==> config.mk <==
export PLATFORM = sky130hd
export DESIGN_NAME = sap1_datapath
export DESIGN_NICKNAME = d
export VERILOG_FILES = /design/src/rtl/sap1_pkg.sv /design/src/rtl/sap1_ram16x8.sv /design/src/rtl/sap1_datapath.sv
export SDC_FILE = /design/constraint.sdc
export NUM_CORES = 1
export LEC_CHECK = 0
export CORE_ASPECT_RATIO = 1.25
export CORE_UTILIZATION = 32
export DETAILED_ROUTE_END_ITERATION = 7
export GPL_ROUTABILITY_DRIVEN = 1
export GPL_TIMING_DRIVEN = 1
export SLEW_MARGIN = 10
export SYNTH_ARGS = -nofsm -noshare
export SYNTH_HDL_FRONTEND = slang
export SYNTH_SLANG_ARGS = --single-unit
==> constraint.sdc <==
create_clock -name CLK -period 4 [get_ports CLK]
set_input_delay 0.8 -clock CLK [delete_from_list [all_inputs] [get_ports CLK]]
set_output_delay 0.8 -clock CLK [all_outputs]
set_load 0.05 [all_outputs]
==> src/rtl/sap1_pkg.sv <==
// SAP-1 shared definitions: control-word bit positions, canned microcode
// words and the instruction opcodes decoded by the controller.
package sap1_pkg;

    localparam int unsigned CW_W = 12;

    // Control-word bit positions
    localparam int unsigned CP   = 11;
    localparam int unsigned EP   = 10;
    localparam int unsigned LM_N = 9;
    localparam int unsigned CE_N = 8;
    localparam int unsigned LI_N = 7;
    localparam int unsigned EI_N = 6;
    localparam int unsigned LA_N = 5;
    localparam int unsigned EA   = 4;
    localparam int unsigned SU   = 3;
    localparam int unsigned EU   = 2;
    localparam int unsigned LB_N = 1;
    localparam int unsigned LO_N = 0;

    // Canned microcode words
    localparam logic [CW_W-1:0] CW_NOP      = 12'h3E3;
    localparam logic [CW_W-1:0] CW_FETCH_T1 = 12'h5E3;  // PC -> MAR
    localparam logic [CW_W-1:0] CW_FETCH_T2 = 12'hBE3;  // PC++
    localparam logic [CW_W-1:0] CW_FETCH_T3 = 12'h263;  // RAM[MAR] -> IR

    typedef enum logic [3:0] {
        LDA = 4'h0,
        ADD = 4'h1,
        SUB = 4'h2,
        OUT = 4'hE,
        HLT = 4'hF
    } opcode_e;

endpackage

==> src/rtl/sap1_ram16x8.sv <==
// SAP-1 program/data memory.
// Ports: clk_i (write clock), we_i (write enable), waddr_i/wdata_i (write
// port), raddr_i (read address), rdata_o (asynchronous read data).
// Contents are not reset.
module sap1_ram16x8 #(
    parameter int unsigned DATA_W = 8,
    parameter int unsigned ADDR_W = 4
) (
    input  logic              clk_i,
    input  logic              we_i,
    input  logic [ADDR_W-1:0] waddr_i,
    input  logic [DATA_W-1:0] wdata_i,
    input  logic [ADDR_W-1:0] raddr_i,
    output logic [DATA_W-1:0] rdata_o
);

    logic [DATA_W-1:0] mem_q [2**ADDR_W];

    always_ff @(posedge clk_i) begin
        if (we_i) begin
            mem_q[waddr_i] <= wdata_i;
        end
    end

    assign rdata_o = mem_q[raddr_i];

endmodule

==> src/rtl/sap1_datapath.sv <==
// SAP-1 datapath: executes the 12-bit control word on the W-bus registers
// (PC, MAR, RAM, IR, A, B, ALU, OUT) and returns IR[7:4] to the controller.
// Ports:
//   CLK, CLR        clock, asynchronous active-high reset
//   cntrl_bus       control word {Cp,Ep,Lm_n,CE_n,Li_n,Ei_n,La_n,Ea,Su,Eu,Lb_n,Lo_n}
//   prog_we/addr/data  RAM program port, only honoured while CLR=1
//   opcode          IR upper nibble
//   out_port        output register
//   wbus, pc        debug views of the bus and program counter
//   bus_conflict    sticky flag: more than one bus driver on some posedge
module sap1_datapath
    import sap1_pkg::*;
#(
    parameter int unsigned DATA_W = 8,
    parameter int unsigned ADDR_W = 4
) (
    input  logic              CLK,
    input  logic              CLR,
    input  logic [CW_W-1:0]   cntrl_bus,
    input  logic              prog_we,
    input  logic [ADDR_W-1:0] prog_addr,
    input  logic [DATA_W-1:0] prog_data,
    output logic [3:0]        opcode,
    output logic [DATA_W-1:0] out_port,
    output logic [DATA_W-1:0] wbus,
    output logic [ADDR_W-1:0] pc,
    output logic              bus_conflict
);

    logic [ADDR_W-1:0] pc_q, pc_d, mar_q, mar_d;
    logic [DATA_W-1:0] ir_q, ir_d, a_q, a_d, b_q, b_d, out_q, out_d;
    logic              conflict_q, conflict_d;

    logic [DATA_W-1:0] ram_rdata, alu, b_op, bus;
    logic [4:0]        drv;
    logic              multi_drv;

    // Active-high decoded control strobes
    logic cp, ep, lm, ce, li, ei, la, ea, su, eu, lb, lo;
    assign cp = cntrl_bus[CP];
    assign ep = cntrl_bus[EP];
    assign lm = ~cntrl_bus[LM_N];
    assign ce = ~cntrl_bus[CE_N];
    assign li = ~cntrl_bus[LI_N];
    assign ei = ~cntrl_bus[EI_N];
    assign la = ~cntrl_bus[LA_N];
    assign ea = cntrl_bus[EA];
    assign su = cntrl_bus[SU];
    assign eu = cntrl_bus[EU];
    assign lb = ~cntrl_bus[LB_N];
    assign lo = ~cntrl_bus[LO_N];

    // Program writes are gated by CLR so a running machine cannot modify RAM.
    sap1_ram16x8 #(
        .DATA_W (DATA_W),
        .ADDR_W (ADDR_W)
    ) u_ram (
        .clk_i   (CLK),
        .we_i    (CLR & prog_we),
        .waddr_i (prog_addr),
        .wdata_i (prog_data),
        .raddr_i (mar_q),
        .rdata_o (ram_rdata)
    );

    // Subtract as A + ~B + 1; carry out is dropped by truncation.
    always_comb begin
        b_op = su ? ~b_q : b_q;
        alu  = a_q + b_op + {{(DATA_W-1){1'b0}}, su};
    end

    // Fixed-priority bus mux: Ep > CE > Ei > Ea > Eu.
    always_comb begin
        bus = '0;
        if (ep) begin
            bus = {{(DATA_W-ADDR_W){1'b0}}, pc_q};
        end else if (ce) begin
            bus = ram_rdata;
        end else if (ei) begin
            bus = {{(DATA_W-ADDR_W){1'b0}}, ir_q[ADDR_W-1:0]};
        end else if (ea) begin
            bus = a_q;
        end else if (eu) begin
            bus = alu;
        end
    end

    // More than one bit set <=> clearing the lowest set bit leaves something.
    assign drv       = {ep, ce, ei, ea, eu};
    assign multi_drv = |(drv & (drv - 5'd1));

    always_comb begin
        pc_d       = cp ? pc_q + ADDR_W'(1) : pc_q;
        mar_d      = lm ? bus[ADDR_W-1:0] : mar_q;
        ir_d       = li ? bus : ir_q;
        a_d        = la ? bus : a_q;
        b_d        = lb ? bus : b_q;
        out_d      = lo ? bus : out_q;
        conflict_d = conflict_q | multi_drv;
    end

    always_ff @(posedge CLK or posedge CLR) begin
        if (CLR) begin
            pc_q       <= '0;
            mar_q      <= '0;
            ir_q       <= '0;
            a_q        <= '0;
            b_q        <= '0;
            out_q      <= '0;
            conflict_q <= 1'b0;
        end else begin
            pc_q       <= pc_d;
            mar_q      <= mar_d;
            ir_q       <= ir_d;
            a_q        <= a_d;
            b_q        <= b_d;
            out_q      <= out_d;
            conflict_q <= conflict_d;
        end
    end

    assign opcode       = ir_q[DATA_W-1 -: 4];
    assign out_port     = out_q;
    assign wbus         = bus;
    assign pc           = pc_q;
    assign bus_conflict = conflict_q;

endmodule

* Yosys cells after proc, flatten, opt, wreduce, memory -nomap -nowiden
Memory sizes are Yosys's and may differ from the RTL's.
Cells that the tools add are included.
Widths: inputs -> output; s select.
** Cells by class
- Mux-type cells :: 8
- $add $sub $neg :: 4
- Reduce and logical (&&, ||, !) cells :: 1
- Bitwise logic cells :: 6
** Operators with widths (number)
- $mux 8 :: 6
- $add 8x1->8 :: 1
- $add 8x8->8 :: 1
- $not 8->8 :: 1
- $and 5x5->5 :: 1
- $reduce_or 5->1 :: 1
- $sub 5x1->5 const B :: 1
- $add 4x1->4 const B :: 1
- $mux 1 :: 2
- $not 1->1 :: 2
- $and 1x1->1 :: 1
- $or 1x1->1 :: 1
** Word-level totals
- Register bits :: 41
- RAM bits :: 128
- Memories :: 1
- Logic and storage cells :: 27
** Memory list
- u_ram.mem_q :: words 16, bits a word 8, read ports 1, clocked after Yosys merged registers in 0, wr ports 1, line sap1_ram16x8.sv:17 : logic [DATA_W-1:0] mem_q [2**ADDR_W];

* Longest topological paths before layout
Gate-level depths: netlist of the first run.
- Word-level depth :: 9
- Mapped depth :: 9
- Mapped depth without buffers :: 7

* Cells and area by module
A second synthesis of the first run with hierarchy kept.
** Second synthesis, totals
- Cells, all modules :: 473
- Area total of the unflattened synthesis :: 7332.0 um^2
** By module, submodules not included
- sap1_ram16x8 :: cells each 221, times used 1, seq. area each 3843.7 um^2, area an instance 4987.3 um^2
- sap1_datapath :: cells each 252, times used 1, seq. area each 1026.0 um^2, area an instance 2344.7 um^2

* Worst setup path before layout of the first run
OpenSTA, ideal clock, no wires.
- Path kind :: input to output
- Start point :: input cntrl_bus[3]
- End point :: output wbus[7]
- Stages :: 8
- Path buffers :: 1
- Path slack :: 0.030 ns
- Data required time :: 3.200 ns
- Data arrival time :: 3.170 ns
- Cell sequence :: clkbuf_1 xor2_1 ha_1 and4_1 a32oi_1 o21ai_0 mux2i_1 a21oi_1
** On the way
- Word-level cells in the longest chain between the ends :: 8
** RTL lines
- from (decl) :: line sap1_datapath.sv:19 : input logic [CW_W-1:0] cntrl_bus,
- $mux 8 :: line sap1_datapath.sv:68 : b_op = su ? ~b_q : b_q;
- $add 8x8->8 :: line sap1_datapath.sv:69 : alu = a_q + b_op + {{(DATA_W-1){1'b0}}, su};
- $add 8x1->8 (*) :: line sap1_datapath.sv:69
- $mux 8 (*) :: line sap1_datapath.sv:83 : end else if (eu) begin
- $mux 8 (*) :: line sap1_datapath.sv:81 : end else if (ea) begin
- $mux 8 (*) :: line sap1_datapath.sv:79 : end else if (ei) begin
- $mux 8 (*) :: line sap1_datapath.sv:77 : end else if (ce) begin
- $mux 8 (*) :: line sap1_datapath.sv:75 : if (ep) begin
- to (decl) :: line sap1_datapath.sv:25 : output logic [DATA_W-1:0] wbus,
Mark *: on every way between the ends. The rest lies on a longest branch, timed or not.

* Final worst setup path of the first run
Ends and elaborated chain as after synthesis.

==> report_table.html, run 1 <==
<table>
<tr><th>Metric</th><th>Value</th></tr>
<tr><th colspan="2">Clock tree</th></tr>
<tr><td>Number of buffers added for setup after CTS</td><td>0</td></tr>
<tr><td>Depth of the CTS H-tree</td><td>4</td></tr>
<tr><td>Cts-stage hold buffer count</td><td>0</td></tr>
<tr><td>CTS Buffer Depth</td><td>2</td></tr>
<tr><td>Number of buffers created by CTS</td><td>17</td></tr>
<tr><td>Clock tree root driver cell</td><td>sky130_fd_sc_hd__clkbuf_16</td></tr>
<tr><td>Clock edge transition at the registers on the reported setup and hold paths</td><td>0.06 ns</td></tr>
<tr><td>Sink Count</td><td>169</td></tr>
<tr><td>TritonCTS clock tree</td><td>done</td></tr>
<tr><td>Insertion delay of the later-clocked pin in the worst-skew pair</td><td>0.42 ns</td></tr>
<tr><th colspan="2">Pwr</th></tr>
<tr><td>Power density over cell area</td><td>564 nW/um2</td></tr>
<tr><td>Leakage</td><td>0.00327 uW</td></tr>
<tr><td>Maximum vdd drop</td><td>0.000267 V</td></tr>
<tr><th colspan="2">Finish</th></tr>
<tr><td>Fraction of layout instances using a drive strength above 1</td><td>0.191</td></tr>
<tr><td>Cell area after layout</td><td>9060 um2</td></tr>
<tr><td>Net total in the final layout</td><td>587</td></tr>
<tr><td>Antenna Cells</td><td>0</td></tr>
<tr><td>Final std cells w/o fill</td><td>853</td></tr>
<tr><td>Area Growth Syn to Fin</td><td>19.6%</td></tr>
<tr><th colspan="2">GRT</th></tr>
<tr><td>Overall fraction of global-route tracks in use</td><td>0.145</td></tr>
<tr><td>First-pass GRT wire length</td><td>25.8 mm</td></tr>
<tr><td>Via count of the first global-routing pass</td><td>4563</td></tr>
<tr><td>Largest net degree at the start of global routing</td><td>34</td></tr>
<tr><td>Total overflow reported by the global router</td><td>0</td></tr>
<tr><td>Initial antenna violation count</td><td>0</td></tr>
<tr><th colspan="2">STA</th></tr>
<tr><td>Number of failing hold endpoints at the final stage</td><td>0</td></tr>
<tr><td>Achievable clock frequency</td><td>268 MHz</td></tr>
<tr><td>Worst Skew</td><td>0.0111 ns</td></tr>
<tr><td>Minimum clock period</td><td>3.73 ns</td></tr>
<tr><td>Transition time at the pin with the least slew margin</td><td>0.778 ns</td></tr>
<tr><td>Count of pins over their slew limit</td><td>0</td></tr>
<tr><td>Final setup violation count</td><td>0</td></tr>
<tr><td>Final period util</td><td>0.933</td></tr>
<tr><td>RSZ-0062 raised after global routing</td><td>false</td></tr>
<tr><td>Headroom to the max-slew limit</td><td>0.481</td></tr>
<tr><th colspan="2">Synth</th></tr>
<tr><td>Cell types occupying the most area after synthesis</td><td>sky130_fd_sc_hd__edfxtp_1 (51%), sky130_fd_sc_hd__dfrtp_1 (14%), sky130_fd_sc_hd__mux4_1 (8.0%)</td></tr>
<tr><td>Post-synth top cells</td><td>sky130_fd_sc_hd__edfxtp_1 (128), sky130_fd_sc_hd__nand2_1 (42), sky130_fd_sc_hd__dfrtp_1 (41), sky130_fd_sc_hd__o21ai_0 (30), sky130_fd_sc_hd__nor2_1 (24)</td></tr>
<tr><td>Synthesized area</td><td>7580 um2</td></tr>
<tr><td>Number of synthesized flops with an enable pin</td><td>128</td></tr>
<tr><td>Post-synthesis cell type count</td><td>63</td></tr>
<tr><td>Fraction of post-synthesis cell area in the top cell type by area</td><td>0.507</td></tr>
<tr><td>Portion of the post-synthesis area used by sequential elements</td><td>0.643</td></tr>
<tr><td>Post-synth top flop</td><td>sky130_fd_sc_hd__edfxtp_1</td></tr>
<tr><td>Count of mapped cells out of synthesis</td><td>478</td></tr>
<tr><td>FFs w/ async S/R, synth</td><td>0.243</td></tr>
<tr><td>Cell with the most instances after synthesis</td><td>sky130_fd_sc_hd__edfxtp_1</td></tr>
<tr><td>Post-synth top area cell</td><td>sky130_fd_sc_hd__edfxtp_1</td></tr>
<tr><td>Synthesized Nets</td><td>513</td></tr>
<tr><td>Average cell area after synthesis</td><td>15.9 um2</td></tr>
<tr><td>Flip-flop and latch count after synthesis</td><td>169</td></tr>
<tr><td>Yosys warnings</td><td>0</td></tr>
<tr><th colspan="2">Floorplanning</th></tr>
<tr><td>Starting Density</td><td>0.328</td></tr>
<tr><td>Overall die height</td><td>174 um</td></tr>
<tr><td>Die area</td><td>24300 um2</td></tr>
<tr><td>Site row count</td><td>62</td></tr>
<tr><td>Overall die width</td><td>140 um</td></tr>
<tr><td>Top Ports</td><td>52</td></tr>
<tr><td>Placeable core area</td><td>23100 um2</td></tr>
<tr><th colspan="2">Setup path</th></tr>
<tr><td>Critical Path, Cell by Cell</td><td>dlymetal6s2s_1 -&gt; buf_4 -&gt; xor2_1 -&gt; ha_1 -&gt; and4_1 -&gt; a32oi_2 -&gt; o21ai_0 -&gt; mux2i_1 -&gt; a21oi_2 -&gt; buf_12</td></tr>
<tr><td>Launch point of the critical path</td><td>cntrl_bus[3]</td></tr>
<tr><td>Required time of the critical path</td><td>3.20 ns</td></tr>
<tr><td>Gate family responsible for the most delay along the worst path</td><td>buffers and inverters</td></tr>
<tr><td>Data arrival, critical path</td><td>2.93 ns</td></tr>
<tr><td>Reg2reg start</td><td>b_q[0]</td></tr>
<tr><td>Buffers &amp; Inverters on Critical Path</td><td>3</td></tr>
<tr><td>Crit end category</td><td>output port</td></tr>
<tr><td>Type of the worst setup path</td><td>in -&gt; out</td></tr>
<tr><td>Maximum fanout along the worst path</td><td>5</td></tr>
<tr><td>Master of the slowest instance on the critical path</td><td>sky130_fd_sc_hd__ha_1</td></tr>
<tr><td>Slowest Stage Delay on Critical Path</td><td>0.36 ns</td></tr>
<tr><td>Worst setup SP type</td><td>primary input</td></tr>
<tr><th colspan="2">Placed design</th></tr>
<tr><td>Instance area after placement</td><td>8480 um2</td></tr>
<tr><td>Count of placed standard cells including taps</td><td>821</td></tr>
<tr><td>Post-DP HPWL</td><td>11.4 mm</td></tr>
<tr><td>Routability cong.</td><td>0.935</td></tr>
<tr><td>Port bufs</td><td>51</td></tr>
<tr><th colspan="2">Route</th></tr>
<tr><td>Initial DRC count</td><td>277</td></tr>
<tr><td>Number of routed nets with antenna violations</td><td>0</td></tr>
<tr><td>Pre-antenna DRT Iters</td><td>4</td></tr>
<tr><td>Post-route DRC</td><td>0</td></tr>
<tr><td>Vias after detailed routing</td><td>4384</td></tr>
<tr><td>Mean routed wirelength per cell</td><td>19.7 um</td></tr>
<tr><td>Final wirelength</td><td>16.8 mm</td></tr>
<tr><td>Number of vias per cell after detailed routing</td><td>5.14</td></tr>
<tr><th colspan="2">Min path</th></tr>
<tr><td>Hold path startpoint</td><td>bus_conflict</td></tr>
<tr><td>Class of the tightest hold or removal check</td><td>reg -&gt; reg</td></tr>
<tr><th colspan="2">Run</th></tr>
<tr><td>Max-cap violations</td><td>0</td></tr>
<tr><th colspan="2">Run status</th></tr>
<tr><td>Result of the run</td><td>completed</td></tr>
</table>
-- repair_timing --
item / CTS / global route
pin swaps: 0 / 1
gates cloned: 0 / 0
gates resized for setup: 4 / 1
endpoints found under the setup margin: 3 / 6
-- area by class of cell --
class                      instances  area, um2
clock buffer                      23        510
clock inverter                     9       57.6
fill                            2124      14100
inverter                          11       41.3
multi-input combinational        268       2400
sequential                       169       4870
tap                              288        360
timing repair buffer              85        823
-- metrics by stage --
stage / total power, uW / setup slack [ns] / hold WS (ns) / TNS [ns] / util
CTS: 5160 / -0.00630 / 0.471 / -0.00630 / 0.392
finish: 5110 / 0.269 / 0.468 / 0 / 0.392
global route: 5320 / 0.108 / 0.482 / 0 / 0.392
global placement: 3560 / 0.0257 / 0.451 / 0 / 0.367
floorplan: 3170 / 0.0299 / 0.442 / 0 / -
detailed placement: 3590 / -0.0670 / 0.458 / -0.120 / 0.367
-- path summary, 6_finish.rpt --
check | to | slack, ns | cells after the start
setup / recovery | wbus[7] | 0.27 | 10
hold / removal | bus_conflict | 0.47 | 1
setup reg to reg | b_q[4] | 1.40 | 9
hold reg to reg | bus_conflict | 0.47 | 1
max in group asynchronous | ir_q[1] | 2.80 | 3
min in group asynchronous | a_q[2] | 0.98 | 3
-- per-layer routing --
metal	vias to the layer above	GRT usage	routed length (um)
met5	-	0	0
met4	0	0.0623	374
met3	30	0.0402	929
met2	134	0.244	8390
met1	2216	0.174	7100
li1	2004	-	-
-- power breakdown --
part           leakage, uW  switching [uW]  internal, uW  total, uW
sequential         0.00166             143          2010       2160
clock             0.000285             643           902       1540
combinational      0.00133             772           638       1410
total              0.00327            1560          3550       5110
-- registers in the layout, summed over array words and instances (netlist names) --
signal	flops
mar_q	4
ir_q	8
u_ram.mem_q	128
b_q	8
out_port	8
a_q	8
pc	4
bus_conflict	1
-- kinds of logic (layout without fill, tap and decap cells) --
family                     count (synthesis)  count (layout)  synth area share
AOI/OAI and AO/OA                         78              78            0.0715
xor gates and xnor gates                  12              12            0.0139
adders and majority gates                  9               9            0.0155
buffers and inverters                     41             128            0.0428
DFF                                      169             169             0.643
muxes                                     50              50             0.138
and+or+nand+nor                          119             119            0.0760
-- layout by cell type (no fill, tap or decap), types with 10 or more instances in the layout --
| master | n |
|---|---|
| sky130_fd_sc_hd__nand2_1 | 42 |
| sky130_fd_sc_hd__o21ai_0 | 30 |
| sky130_fd_sc_hd__buf_4 | 36 |
| sky130_fd_sc_hd__clkdlybuf4s50_1 | 42 |
| sky130_fd_sc_hd__inv_1 | 10 |
| sky130_fd_sc_hd__mux4_1 | 23 |
| sky130_fd_sc_hd__mux4_2 | 13 |
| sky130_fd_sc_hd__dfrtp_1 | 41 |
| sky130_fd_sc_hd__clkbuf_16 | 19 |
| sky130_fd_sc_hd__nor2_1 | 24 |
| sky130_fd_sc_hd__nor3_1 | 12 |
| sky130_fd_sc_hd__edfxtp_1 | 128 |
| sky130_fd_sc_hd__a21oi_1 | 10 |
(Power assumes the default switching activity.)
==> run 2: changes to the inputs <==
--- a/config.mk
+++ b/config.mk
@@ -13,4 +13,5 @@
 export SLEW_MARGIN = 10
 export SYNTH_ARGS = -nofsm -noshare
 export SYNTH_HDL_FRONTEND = slang
+export SYNTH_HIERARCHICAL = 1
 export SYNTH_SLANG_ARGS = --single-unit
==> report_table.html, run 2 <==
<table>
<tr><th>Metric</th><th>Value</th></tr>
<tr><th colspan="2">Synth</th></tr>
<tr><td>Portion of the post-synthesis area used by sequential elements</td><td>0.664 (was 0.643)</td></tr>
<tr><td>Synthesized area</td><td>7330 um2 (was 7580 um2)</td></tr>
<tr><td>Fraction of post-synthesis cell area in the top cell type by area</td><td>0.524 (was 0.507)</td></tr>
<tr><td>Count of mapped cells out of synthesis</td><td>473 (was 478)</td></tr>
<tr><td>Yosys warnings</td><td>6 (was 0)</td></tr>
<tr><td>FFs w/ async S/R, synth</td><td>0.243 (unchanged)</td></tr>
<tr><td>Synthesized Nets</td><td>508 (was 513)</td></tr>
<tr><td>Post-synthesis cell type count</td><td>51 (was 63)</td></tr>
<tr><td>Post-synth top area cell</td><td>sky130_fd_sc_hd__edfxtp_1 (unchanged)</td></tr>
<tr><td>Cell with the most instances after synthesis</td><td>sky130_fd_sc_hd__edfxtp_1 (unchanged)</td></tr>
<tr><td>Average cell area after synthesis</td><td>15.5 um2 (was 15.9 um2)</td></tr>
<tr><td>Post-synth top cells</td><td>sky130_fd_sc_hd__edfxtp_1 (128), sky130_fd_sc_hd__nand2_1 (49), sky130_fd_sc_hd__dfrtp_1 (41), sky130_fd_sc_hd__o21ai_0 (35), sky130_fd_sc_hd__nor2_1 (23) (was sky130_fd_sc_hd__edfxtp_1 (128), sky130_fd_sc_hd__nand2_1 (42), sky130_fd_sc_hd__dfrtp_1 (41), sky130_fd_sc_hd__o21ai_0 (30), sky130_fd_sc_hd__nor2_1 (24))</td></tr>
<tr><td>Cell types occupying the most area after synthesis</td><td>sky130_fd_sc_hd__edfxtp_1 (52%), sky130_fd_sc_hd__dfrtp_1 (14%), sky130_fd_sc_hd__mux4_2 (5.5%) (was sky130_fd_sc_hd__edfxtp_1 (51%), sky130_fd_sc_hd__dfrtp_1 (14%), sky130_fd_sc_hd__mux4_1 (8.0%))</td></tr>
<tr><td>Number of synthesized flops with an enable pin</td><td>128 (unchanged)</td></tr>
<tr><td>Flip-flop and latch count after synthesis</td><td>169 (unchanged)</td></tr>
<tr><td>Post-synth top flop</td><td>sky130_fd_sc_hd__edfxtp_1 (unchanged)</td></tr>
<tr><th colspan="2">Route</th></tr>
<tr><td>Number of vias per cell after detailed routing</td><td>5.01 (was 5.14)</td></tr>
<tr><td>Mean routed wirelength per cell</td><td>18.5 um (was 19.7 um)</td></tr>
<tr><td>Initial DRC count</td><td>249 (was 277)</td></tr>
<tr><td>Pre-antenna DRT Iters</td><td>4 (unchanged)</td></tr>
<tr><td>Number of routed nets with antenna violations</td><td>0 (unchanged)</td></tr>
<tr><td>Post-route DRC</td><td>0 (unchanged)</td></tr>
<tr><td>Final wirelength</td><td>15.6 mm (was 16.8 mm)</td></tr>
<tr><td>Vias after detailed routing</td><td>4236 (was 4384)</td></tr>
<tr><th colspan="2">GRT</th></tr>
<tr><td>Overall fraction of global-route tracks in use</td><td>0.145 (about the same)</td></tr>
<tr><td>Total overflow reported by the global router</td><td>0 (unchanged)</td></tr>
<tr><td>Via count of the first global-routing pass</td><td>4456 (was 4563)</td></tr>
<tr><td>First-pass GRT wire length</td><td>24.8 mm (was 25.8 mm)</td></tr>
<tr><td>Initial antenna violation count</td><td>0 (unchanged)</td></tr>
<tr><td>Largest net degree at the start of global routing</td><td>42 (was 34)</td></tr>
<tr><th colspan="2">STA</th></tr>
<tr><td>Worst Skew</td><td>0.0167 ns (was 0.0111 ns)</td></tr>
<tr><td>Final period util</td><td>0.943 (was 0.933)</td></tr>
<tr><td>Headroom to the max-slew limit</td><td>0.327 (was 0.481)</td></tr>
<tr><td>Minimum clock period</td><td>3.77 ns (was 3.73 ns)</td></tr>
<tr><td>RSZ-0062 raised after global routing</td><td>false (unchanged)</td></tr>
<tr><td>Min Hold Slack</td><td>0.473 ns (was 0.468 ns)</td></tr>
<tr><td>Transition time at the pin with the least slew margin</td><td>1.01 ns (was 0.778 ns)</td></tr>
<tr><td>Number of failing hold endpoints at the final stage</td><td>0 (unchanged)</td></tr>
<tr><td>Count of pins over their slew limit</td><td>0 (unchanged)</td></tr>
<tr><td>Final setup violation count</td><td>0 (unchanged)</td></tr>
<tr><td>Achievable clock frequency</td><td>265 MHz (was 268 MHz)</td></tr>
<tr><td>Post-route setup TNS</td><td>0 ns (unchanged)</td></tr>
<tr><th colspan="2">Placed design</th></tr>
<tr><td>Port bufs</td><td>51 (unchanged)</td></tr>
<tr><td>Routability cong.</td><td>0.910 (was 0.935)</td></tr>
<tr><td>Post-DP HPWL</td><td>11.1 mm (was 11.4 mm)</td></tr>
<tr><th colspan="2">Floorplanning</th></tr>
<tr><td>Die area</td><td>23500 um2 (was 24300 um2)</td></tr>
<tr><td>Top Ports</td><td>52 (unchanged)</td></tr>
<tr><td>Overall die height</td><td>171 um (was 174 um)</td></tr>
<tr><td>Site row count</td><td>61 (was 62)</td></tr>
<tr><td>Placeable core area</td><td>22400 um2 (was 23100 um2)</td></tr>
<tr><td>Overall die width</td><td>137 um (was 140 um)</td></tr>
<tr><td>Starting Density</td><td>0.328 (about the same)</td></tr>
<tr><th colspan="2">Finish</th></tr>
<tr><td>Number of fill cells in the layout</td><td>2051 (was 2124)</td></tr>
<tr><td>Flip-flop count of the largest register, all copies and words added</td><td>128 (unchanged)</td></tr>
<tr><td>Sequential cell area</td><td>4870 um2 (about the same)</td></tr>
<tr><td>Antenna Cells</td><td>0 (unchanged)</td></tr>
<tr><td>Fraction of layout instances using a drive strength above 1</td><td>0.174 (was 0.191)</td></tr>
<tr><td>Area Growth Syn to Fin</td><td>21.7% (was 19.6%)</td></tr>
<tr><td>Area occupied by multi-input gates</td><td>2240 um2 (was 2400 um2)</td></tr>
<tr><td>Net total in the final layout</td><td>584 (was 587)</td></tr>
<tr><td>Most flop-heavy register</td><td>u_ram/mem_q (was u_ram.mem_q)</td></tr>
<tr><td>Most common library cell in the layout ignoring fill and taps</td><td>sky130_fd_sc_hd__edfxtp_1 (unchanged)</td></tr>
<tr><td>Leading cell types in the layout, fill and taps excluded</td><td>sky130_fd_sc_hd__edfxtp_1 (128), sky130_fd_sc_hd__nand2_1 (49), sky130_fd_sc_hd__clkdlybuf4s50_1 (42), sky130_fd_sc_hd__dfrtp_1 (40), sky130_fd_sc_hd__buf_4 (37) (was sky130_fd_sc_hd__edfxtp_1 (128), sky130_fd_sc_hd__nand2_1 (42), sky130_fd_sc_hd__clkdlybuf4s50_1 (42), sky130_fd_sc_hd__dfrtp_1 (41), sky130_fd_sc_hd__buf_4 (36))</td></tr>
<tr><th colspan="2">Setup path</th></tr>
<tr><td>Critical Path, Cell by Cell</td><td>mux4_2 -&gt; a22oi_1 -&gt; nand2_1 -&gt; nor2b_1 -&gt; a41oi_1 -&gt; o21ai_0 -&gt; or3b_4 -&gt; buf_4 (was dlymetal6s2s_1 -&gt; buf_4 -&gt; xor2_1 -&gt; ha_1 -&gt; and4_1 -&gt; a32oi_2 -&gt; o21ai_0 -&gt; mux2i_1 -&gt; a21oi_2 -&gt; buf_12)</td></tr>
<tr><td>Levels on crit path</td><td>8 (was 10)</td></tr>
<tr><td>Reg2reg start</td><td>mar_q[0] (was b_q[0])</td></tr>
<tr><td>Master of the slowest instance on the critical path</td><td>sky130_fd_sc_hd__dfrtp_4 (was sky130_fd_sc_hd__ha_1)</td></tr>
<tr><td>Maximum fanout along the worst path</td><td>14 (was 5)</td></tr>
<tr><td>Type of the worst setup path</td><td>reg -&gt; out (was in -&gt; out)</td></tr>
<tr><td>Reg2Reg Capture Point</td><td>b_q[7] (was b_q[4])</td></tr>
<tr><td>Gate family responsible for the most delay along the worst path</td><td>simple AND/OR/NAND/NOR gates (was buffers and inverters)</td></tr>
<tr><td>Slowest Stage Delay on Critical Path</td><td>0.60 ns (was 0.36 ns)</td></tr>
<tr><td>Buffers &amp; Inverters on Critical Path</td><td>1 (was 3)</td></tr>
<tr><td>Setup slack of the worst register-to-register path</td><td>1.09 ns (was 1.40 ns)</td></tr>
<tr><td>Worst setup SP type</td><td>flop (was primary input)</td></tr>
<tr><td>Number of cell instances on the worst register-to-register path</td><td>9 (unchanged)</td></tr>
<tr><td>Data arrival, critical path</td><td>2.97 ns (was 2.93 ns)</td></tr>
<tr><td>Launch point of the critical path</td><td>mar_q[0] (was cntrl_bus[3])</td></tr>
<tr><td>Required time of the critical path</td><td>3.20 ns (about the same)</td></tr>
<tr><td>Crit path to</td><td>wbus[7] (unchanged)</td></tr>
<tr><td>Crit end category</td><td>output port (unchanged)</td></tr>
<tr><th colspan="2">Clock tree</th></tr>
<tr><td>Clock edge transition at the registers on the reported setup and hold paths</td><td>0.06 ns (about the same)</td></tr>
<tr><td>Insertion delay of the later-clocked pin in the worst-skew pair</td><td>0.42 ns (about the same)</td></tr>
<tr><td>Cts-stage hold buffer count</td><td>0 (unchanged)</td></tr>
<tr><td>Clock tree root driver cell</td><td>sky130_fd_sc_hd__clkbuf_16 (unchanged)</td></tr>
<tr><td>TritonCTS clock tree</td><td>done (unchanged)</td></tr>
<tr><td>Sink Count</td><td>169 (unchanged)</td></tr>
<tr><td>Depth of the CTS H-tree</td><td>4 (unchanged)</td></tr>
<tr><td>CTS Buffer Depth</td><td>2 (unchanged)</td></tr>
<tr><td>Number of buffers created by CTS</td><td>17 (unchanged)</td></tr>
<tr><th colspan="2">Pwr</th></tr>
<tr><td>Maximum vdd drop</td><td>0.000507 V (was 0.000267 V)</td></tr>
<tr><td>Power density over cell area</td><td>594 nW/um2 (was 564 nW/um2)</td></tr>
<tr><td>Leakage</td><td>0.00323 uW (was 0.00327 uW)</td></tr>
<tr><td>Final Total Pwr</td><td>5290 uW (was 5110 uW)</td></tr>
<tr><th colspan="2">Run</th></tr>
<tr><td>Max-cap violations</td><td>0 (unchanged)</td></tr>
<tr><th colspan="2">Run status</th></tr>
<tr><td>Result of the run</td><td>completed (unchanged)</td></tr>
<tr><th colspan="2">Min path</th></tr>
<tr><td>Class of the tightest hold or removal check</td><td>reg -&gt; reg (unchanged)</td></tr>
</table>
-- run 2: how the worst min path moves through the flow --
| stage | startpoint | slack (ns) | cells after the start | end |
|---|---|---|---|---|
| 6_report | bus_conflict | 0.47 | 1 | bus_conflict |
| 5_1_grt | bus_conflict | 0.51 | 1 | bus_conflict |
| 4_1_cts | ir_q[0] | 0.48 | 2 | ir_q[0] |
| 3_5_place_dp | ir_q[0] | 0.46 | 2 | ir_q[0] |
| 3_3_place_gp | bus_conflict | 0.46 | 1 | bus_conflict |
| 2_1_floorplan | ir_q[0] | 0.44 | 2 | ir_q[0] |
-- run 2: kinds of logic (layout without fill, tap and decap cells) --
kind of cell / count (synthesis) / count (layout) / share of synthesized area
xor gates and xnor gates: 13 / 13 / 0.0179
AOI/OAI and AO/OA: 88 / 88 / 0.0785
muxes: 41 / 41 / 0.119
buffers and inverters: 39 / 128 / 0.0299
and+or+nand+nor: 114 / 114 / 0.0741
adders and majority gates: 9 / 9 / 0.0160
DFF: 169 / 169 / 0.664
-- run 2: final cells by class --
class,instances,share of cell area
multi-input combinational,265,0.252
tap,283,0.0397
timing repair buffer,83,0.0860
sequential,169,0.546
clock buffer,20,0.0490
clock inverter,12,0.0220
inverter,13,0.00547
-- run 2: repair_timing --
action	4_1_cts	5_1_grt
setup buffers	0	0
endpoints found under the setup margin	2	5
gates resized for setup	2	1
-- run 2: metrics by stage --
step,util,setup slack [ns],instance area [um2],instances
floorplan,-,0.295,7330,473
global placement,0.371,0.0137,8290,813
detailed placement,0.371,-0.0208,8290,813
CTS,0.399,0.0932,8920,845
global route,0.399,0.0214,8920,845
finish,0.399,0.228,8920,845
-- run 2: power breakdown --
group / switching, uW / internal (uW) / leakage (uW)
Clock: 632 / 1110 / 0.000304
Combinational: 788 / 621 / 0.00126
Sequential: 133 / 2020 / 0.00167
Total: 1550 / 3740 / 0.00323
-- run 2: per-layer routing --
layer / track usage / vias up / share of wire
li1: - / 1991 / -
met1: 0.178 / 2133 / 0.43
met2: 0.246 / 99 / 0.52
met3: 0.0277 / 13 / 0.038
met4: 0.0597 / 0 / 0.015
met5: 0 / - / 0
